==> src/rtl/ddfs_pkg.sv <==
// ddfs_pkg: shared definitions for the DDFS phase controller slice.
//   ddfs_state_e    : controller state encoding (IDLE/TONE/SWEEP)
//   DEF_PHASE_BITS  : default phase accumulator / FTW width
//   DEF_LUT_DEPTH   : default ROM address width
//   REF_VALID_DLY   : tick-to-valid delay matching the registered ROM read
package ddfs_pkg;

  typedef enum logic [1:0] {
    IDLE  = 2'd0,
    TONE  = 2'd1,
    SWEEP = 2'd2
  } ddfs_state_e;

  localparam int unsigned DEF_PHASE_BITS = 32;
  localparam int unsigned DEF_LUT_DEPTH  = 10;

  // One cycle for the address register, one for the ROM's registered read.
  localparam int unsigned REF_VALID_DLY  = 2;

endpackage

==> src/rtl/ddfs_phase_acc.sv <==
// ddfs_phase_acc: phase accumulator, ROM address generation and the
// sample-valid / wrap delay line aligned with the ROM output.
//   clk, rst_n    : clock, asynchronous active-low reset
//   clear         : force accumulator to 0 (start / stop / idle)
//   advance       : take one sample this cycle
//   ftw           : frequency tuning word applied on this sample
//   phase_offset  : added to the truncated phase to form the ROM address
//   lut_addr      : registered ROM address, holds when not advancing
//   ref_valid     : ROM output is a valid sample this cycle
//   phase_wrap    : accumulator carried out on the sample now valid
module ddfs_phase_acc
  import ddfs_pkg::*;
#(
  parameter int unsigned PHASE_BITS = DEF_PHASE_BITS,
  parameter int unsigned LUT_DEPTH  = DEF_LUT_DEPTH
) (
  input  logic                  clk,
  input  logic                  rst_n,
  input  logic                  clear,
  input  logic                  advance,
  input  logic [PHASE_BITS-1:0] ftw,
  input  logic [LUT_DEPTH-1:0]  phase_offset,
  output logic [LUT_DEPTH-1:0]  lut_addr,
  output logic                  ref_valid,
  output logic                  phase_wrap
);

  logic [PHASE_BITS-1:0]    acc_q, acc_d;
  logic [LUT_DEPTH-1:0]     addr_q, addr_d;
  logic [REF_VALID_DLY-1:0] valid_pipe_q, valid_pipe_d;
  logic [REF_VALID_DLY-1:0] wrap_pipe_q, wrap_pipe_d;
  logic [PHASE_BITS:0]      sum;

  always_comb begin
    sum    = {1'b0, acc_q} + {1'b0, ftw};
    acc_d  = acc_q;
    addr_d = addr_q;
    if (clear) begin
      acc_d = '0;
    end else if (advance) begin
      // Address comes from the phase before this sample's increment.
      acc_d  = sum[PHASE_BITS-1:0];
      addr_d = acc_q[PHASE_BITS-1 -: LUT_DEPTH] + phase_offset;
    end
    valid_pipe_d = {valid_pipe_q[REF_VALID_DLY-2:0], advance};
    wrap_pipe_d  = {wrap_pipe_q[REF_VALID_DLY-2:0], advance & sum[PHASE_BITS]};
  end

  always_ff @(posedge clk or negedge rst_n) begin
    if (!rst_n) begin
      acc_q        <= '0;
      addr_q       <= '0;
      valid_pipe_q <= '0;
      wrap_pipe_q  <= '0;
    end else begin
      acc_q        <= acc_d;
      addr_q       <= addr_d;
      valid_pipe_q <= valid_pipe_d;
      wrap_pipe_q  <= wrap_pipe_d;
    end
  end

  assign lut_addr   = addr_q;
  assign ref_valid  = valid_pipe_q[REF_VALID_DLY-1];
  assign phase_wrap = wrap_pipe_q[REF_VALID_DLY-1];

endmodule

==> src/rtl/ddfs_phase_ctrl.sv <==
// ddfs_phase_ctrl: DDFS controller/sequencer for the lock-in sine/cosine ROM.
// Runs a fixed tone or a stepped linear FTW sweep, one sample per sample_tick.
//   clk, rst_n        : clock, asynchronous active-low reset
//   sample_tick       : one strobe per audio sample
//   cfg_ftw_start/stop/step, cfg_dwell, cfg_phase_offset : latched on cmd_start
//   cmd_start         : latch config and (re)start
//   cmd_stop          : return to IDLE (wins over cmd_start)
//   lut_addr          : ROM address
//   ref_valid         : ROM outputs valid this cycle
//   phase_wrap        : accumulator carry for the sample now valid
//   cur_ftw           : FTW currently applied
//   busy              : in TONE or SWEEP
//   sweep_done        : one-cycle pulse when the sweep reaches its stop FTW
module ddfs_phase_ctrl
  import ddfs_pkg::*;
#(
  parameter int unsigned PHASE_BITS = DEF_PHASE_BITS,
  parameter int unsigned LUT_DEPTH  = DEF_LUT_DEPTH,
  parameter int unsigned DWELL_BITS = 16
) (
  input  logic                  clk,
  input  logic                  rst_n,
  input  logic                  sample_tick,
  input  logic [PHASE_BITS-1:0] cfg_ftw_start,
  input  logic [PHASE_BITS-1:0] cfg_ftw_stop,
  input  logic [PHASE_BITS-1:0] cfg_ftw_step,
  input  logic [DWELL_BITS-1:0] cfg_dwell,
  input  logic [LUT_DEPTH-1:0]  cfg_phase_offset,
  input  logic                  cmd_start,
  input  logic                  cmd_stop,
  output logic [LUT_DEPTH-1:0]  lut_addr,
  output logic                  ref_valid,
  output logic                  phase_wrap,
  output logic [PHASE_BITS-1:0] cur_ftw,
  output logic                  busy,
  output logic                  sweep_done
);

  ddfs_state_e           state_q, state_d;
  logic [PHASE_BITS-1:0] ftw_q, ftw_d;
  logic [PHASE_BITS-1:0] stop_q, stop_d;
  logic [PHASE_BITS-1:0] step_q, step_d;
  logic [DWELL_BITS-1:0] dwell_q, dwell_d;
  logic [LUT_DEPTH-1:0]  offset_q, offset_d;
  logic [DWELL_BITS-1:0] dwell_cnt_q, dwell_cnt_d;
  logic                  sweep_done_q, sweep_done_d;

  logic                  active;
  logic                  advance;
  logic                  acc_clear;
  logic [PHASE_BITS:0]   nxt_ftw;
  logic [DWELL_BITS-1:0] dwell_last;

  assign active    = (state_q != IDLE);
  // Commands take the cycle; a tick coinciding with one is dropped.
  assign advance   = sample_tick & active & ~cmd_start & ~cmd_stop;
  assign acc_clear = cmd_start | cmd_stop | ~active;

  always_comb begin
    state_d      = state_q;
    ftw_d        = ftw_q;
    stop_d       = stop_q;
    step_d       = step_q;
    dwell_d      = dwell_q;
    offset_d     = offset_q;
    dwell_cnt_d  = dwell_cnt_q;
    sweep_done_d = 1'b0;

    // Extra bit so ftw+step near the top of the range cannot wrap below stop.
    nxt_ftw    = {1'b0, ftw_q} + {1'b0, step_q};
    // A dwell of 0 behaves as 1.
    dwell_last = (dwell_q == '0) ? '0 : dwell_q - 1'b1;

    if (cmd_stop) begin
      state_d     = IDLE;
      dwell_cnt_d = '0;
    end else if (cmd_start) begin
      stop_d      = cfg_ftw_stop;
      step_d      = cfg_ftw_step;
      dwell_d     = cfg_dwell;
      offset_d    = cfg_phase_offset;
      ftw_d       = cfg_ftw_start;
      dwell_cnt_d = '0;
      if ((cfg_ftw_step == '0) || (cfg_ftw_stop <= cfg_ftw_start)) begin
        state_d = TONE;
      end else begin
        state_d = SWEEP;
      end
    end else if (advance && (state_q == SWEEP)) begin
      if (dwell_cnt_q >= dwell_last) begin
        dwell_cnt_d = '0;
        if (nxt_ftw >= {1'b0, stop_q}) begin
          ftw_d        = stop_q;
          sweep_done_d = 1'b1;
          state_d      = TONE;
        end else begin
          ftw_d = nxt_ftw[PHASE_BITS-1:0];
        end
      end else begin
        dwell_cnt_d = dwell_cnt_q + 1'b1;
      end
    end
  end

  always_ff @(posedge clk or negedge rst_n) begin
    if (!rst_n) begin
      state_q      <= IDLE;
      ftw_q        <= '0;
      stop_q       <= '0;
      step_q       <= '0;
      dwell_q      <= '0;
      offset_q     <= '0;
      dwell_cnt_q  <= '0;
      sweep_done_q <= 1'b0;
    end else begin
      state_q      <= state_d;
      ftw_q        <= ftw_d;
      stop_q       <= stop_d;
      step_q       <= step_d;
      dwell_q      <= dwell_d;
      offset_q     <= offset_d;
      dwell_cnt_q  <= dwell_cnt_d;
      sweep_done_q <= sweep_done_d;
    end
  end

  ddfs_phase_acc #(
    .PHASE_BITS (PHASE_BITS),
    .LUT_DEPTH  (LUT_DEPTH)
  ) u_phase_acc (
    .clk          (clk),
    .rst_n        (rst_n),
    .clear        (acc_clear),
    .advance      (advance),
    .ftw          (ftw_q),
    .phase_offset (offset_q),
    .lut_addr     (lut_addr),
    .ref_valid    (ref_valid),
    .phase_wrap   (phase_wrap)
  );

  assign cur_ftw    = ftw_q;
  assign busy       = active;
  assign sweep_done = sweep_done_q;

endmodule

==> config.mk <==
export PLATFORM = sky130hd
export DESIGN_NAME = ddfs_phase_ctrl
export DESIGN_NICKNAME = d
export VERILOG_FILES = /design/src/rtl/ddfs_pkg.sv /design/src/rtl/ddfs_phase_acc.sv /design/src/rtl/ddfs_phase_ctrl.sv
export SDC_FILE = /design/constraint.sdc
export NUM_CORES = 1
export LEC_CHECK = 0
export BUFFER_PORTS_ARGS = -buffer_cell sky130_fd_sc_hd__buf_2
export CORE_ASPECT_RATIO = 0.75
export CORE_MARGIN = 2
export CORE_UTILIZATION = 45
export CTS_CLUSTER_SIZE = 10
export DETAILED_ROUTE_END_ITERATION = 10
export GPL_TIMING_DRIVEN = 0
export HOLD_SLACK_MARGIN = 0.05
export PLACE_DENSITY = 0.69
export SLEW_MARGIN = 30
export SYNTH_ARGS = -nofsm -noshare
export SYNTH_HDL_FRONTEND = slang
export SYNTH_SLANG_ARGS = --single-unit
==> constraint.sdc <==
create_clock -name clk -period 7.75 [get_ports clk]
set_clock_uncertainty 0.2 [all_clocks]
set_input_delay 0 -clock clk [delete_from_list [all_inputs] [get_ports clk]]
set_output_delay 0 -clock clk [all_outputs]
set_load 0.03 [all_outputs]
==> flow_summary.ini <==
[run_status]
status = finished, final reports clean

[floorplanning]
fp.coreArea_um2 = 29320
row_count = 54
start_util = 0.4622
chipWidth_um = 204.4
ios = 173
die_h_um = 154.3
dieArea_um2 = 31540

[worst_setup_path]
r2r_end = cur_ftw[11]$_DFFE_PN0P_
r2r_slack_ns = 1.28
critical_path_required_ns = 7.89
crit_buf_inv = 1
crit_family = compound AO/OA/AOI/OAI gates
critPathMaxFanout = 10
cp-start-kind = flop
cp-startpoint = cur_ftw[0]$_DFFE_PN0P_
path_class = reg2reg
slowest_delay_ns = 0.48
cp_slowest_cell = dfrtp_1
crit_path_end_kind = flop
reg2reg_depth = 21
r2r_start = cur_ftw[0]$_DFFE_PN0P_
path_cells = ha_1 -> fa_1 -> a21o_1 -> a21oi_1 -> o21ai_0 -> nand4_1 -> a311o_1 -> a21boi_0 -> o211a_1 -> nor2_1 -> xnor2_1 -> ha_1 -> a211oi_1 -> o21ai_0 -> a211o_1 -> nor4_1 -> o21ai_0 -> nor3_4 -> buf_6 -> mux2i_1 -> a21oi_1
crit_arrival_ns = 6.61
crit_top_cell = o21ai_0

[placement]
globalplace.congestion = 0.9663
placed_cells = 2146
dpl.hpwl_um = 33170
io_buffer_count = 172
dpl-instance-area_um2 = 14970
pre_cts_slack_ns = 1.547

[route]
wl_per_cell_um = 18.97
drc = 0
routed_wl_um = 43820
dr.pass1.iters = 5
ant_nets = 0
via_per_inst = 5.695
drt_iter0_markers = 1109
vias = 13155

[synth]
avgSynthCellArea_um2 = 8.578
synth_top_area_cell = dfrtp_1
synth_top_area_share = 0.3453
synth_flop_cell = dfrtp_1
synth.most_common_cell = nand2_1
synth_cell_types = 73
ys_top_cells_by_area = dfrtp_1 35%, ha_1 14%, nand2_1 7.8%
yosys-top-cells-count = 282 x nand2_1, 187 x dfrtp_1, 155 x ha_1, 109 x a21oi_1, 102 x o21ai_0
syn_area_um2 = 13550
synth_cells = 1580
synthesis.nets = 1865
synth_edf_count = 0
ys_async_sr_fraction = 1.000
yosys_warnings = 0
synth.yosys.seq_area_share = 0.3453
synth_seq_cells = 187

[global_route]
grt_use_total = 0.2834
grt_overflow = 0
grt_pass1_wl_um = 68970
grt_max_degree = 84
grt_pass1_vias = 12718
antenna_found_initial = 2

[clock_tree]
cts_buffers = 17
cts_sinks = 187
clock_path_buffers = 2
path_clk_slew_ns = 0.07
htreeDepth = 4
ctsResizeCount = 0
insertion_delay_ns = 0.46
cts_root_buf = clkbuf_16
cts_tree = yes

[final_layout]
final_util = 0.5745
nNetsFinal = 2191
nFillCells = 2647
instances_no_fill = 2310
layout-drive-gt1-share = 0.1278
fin_area_um2 = 16850
syn_to_final_growth_pct = 24.30

[timing]
slew_violations = 0
slew-limit-headroom = 0.3866
fmax_mhz = 154.5
rsz0062_at_grt = false
setup-violations-final = 0
fin_crit_ns = 6.473
tns_ns = 0
hold_viol_final = 0
finalCritPeriodShare = 0.8353
finalWorstSetupSlack_ns = 1.277
worst_pin_slew_ns = 0.9201

[power]
vdd_drop_max_mv = 0.1699
p_per_area_nw_per_um2 = 210.7
p_leak_nw = 8.375

[hold_path]
hold_path_depth = 4
min-delay-start = cfg_dwell[4]
worstHoldPathType = in2reg
min_to = dwell_q[4]$_DFFE_PN0P_

[flow_run]
max_cap_violations = 0
## where the power goes
group	internal [mW]	switching (mW)
clock	0.423	0.400
combinational	0.640	0.892
sequential	1.08	0.116
total	2.14	1.41
## what timing repair did
action,CTS,global route
hold endpoints to repair,250,0
hold buffers,133,0
buffers inserted,0,0
## cell families (layout without fill, tap and decap cells)
logic type | count (synthesis) | after routing | synth area share
AO/OA/AOI/OAI | 404 | 404 | 0.1889
XOR/XNOR | 74 | 74 | 0.04782
buffers and inverters | 150 | 487 | 0.04422
other | 0 | 1 | 0
flip-flops | 187 | 187 | 0.3453
multiplexers | 48 | 48 | 0.03554
AND/OR/NAND/NOR | 559 | 559 | 0.1907
adder cells (fa/ha/maj) | 158 | 158 | 0.1475
## registers in the layout, indices dropped and copies added, names as in the netlist
signal,count
dwell_cnt_q,16
cur_ftw,32
dwell_q,16
stop_q,32
u_phase_acc.valid_pipe_q,2
state_q,2
sweep_done,1
u_phase_acc.lut_addr,10
u_phase_acc.acc_q,32
u_phase_acc.wrap_pipe_q,2
offset_q,10
step_q,32
## stage by stage
step / total power, mW / hold WS (ns)
6_report: 3.549 / 0.06839
5_1_grt: 3.767 / 0.07368
4_1_cts: 3.530 / 0.05413
3_5_place_dp: 2.646 / -0.2591
3_3_place_gp: 2.617 / -0.007833
2_1_floorplan: 2.214 / -0.4956
## per-layer routing
layer / track usage / vias up / share of wire
met3: 0.05478 / 75 / 0.081
met1: 0.4165 / 6259 / 0.47
met5: 0 / - / 0
li1: - / 6258 / -
met4: 0.09282 / 0 / 0.026
met2: 0.4168 / 563 / 0.42
## layout make-up
type	count	area, um^2	share of cell area
multi-input cells	1243	8274	0.4912
flip-flops and latches	187	4679	0.2778
repair buffers	307	2275	0.1350
well taps	392	490.5	0.02911
clock buffers	20	456.7	0.02711
inverters	97	364.1	0.02161
plain buffers	53	235.2	0.01396
clock inverters	10	68.82	0.004085
diodes	1	2.502	0.0001485
## tightest hold or removal path, stage by stage
cell           delay (ns)
dlygate4sd3_1        0.52
buf_2                0.09
nand2_1              0.04
nand2_1              0.05
## worst max path at each step
stage                                    endpoint  slack (ns)  depth (start not counted)
after floorplan           cur_ftw[24]$_DFFE_PN0P_        2.72                         18
after global placement    cur_ftw[11]$_DFFE_PN0P_        1.49                         21
after detailed placement  cur_ftw[11]$_DFFE_PN0P_        1.55                         21
after CTS                 cur_ftw[11]$_DFFE_PN0P_        1.49                         21
after global routing       cur_ftw[8]$_DFFE_PN0P_        1.10                         21
final                     cur_ftw[11]$_DFFE_PN0P_        1.28                         21
## placed cells by master, fill, tap and decap left out, drive strengths merged, types with 11 or more instances in the layout
master | netlist | layout
clkbuf | 36 | 56
dlygate4sd3 | 0 | 132
xnor2 | 34 | 34
nor4 | 14 | 14
dfrtp | 187 | 187
nand4 | 23 | 23
nor2 | 98 | 98
nand2 | 282 | 282
buf | 17 | 192
o22ai | 26 | 26
xor2 | 40 | 40
a211oi | 14 | 14
nand3 | 32 | 32
o21a | 19 | 19
inv | 97 | 99
nor3 | 19 | 19
mux2i | 47 | 47
o21ai | 105 | 105
nor2b | 13 | 13
a21o | 51 | 51
a21oi | 109 | 109
and3 | 11 | 11
or3 | 13 | 13
ha | 155 | 155
nand2b | 14 | 14
Power figures use the tool's default switching activity.
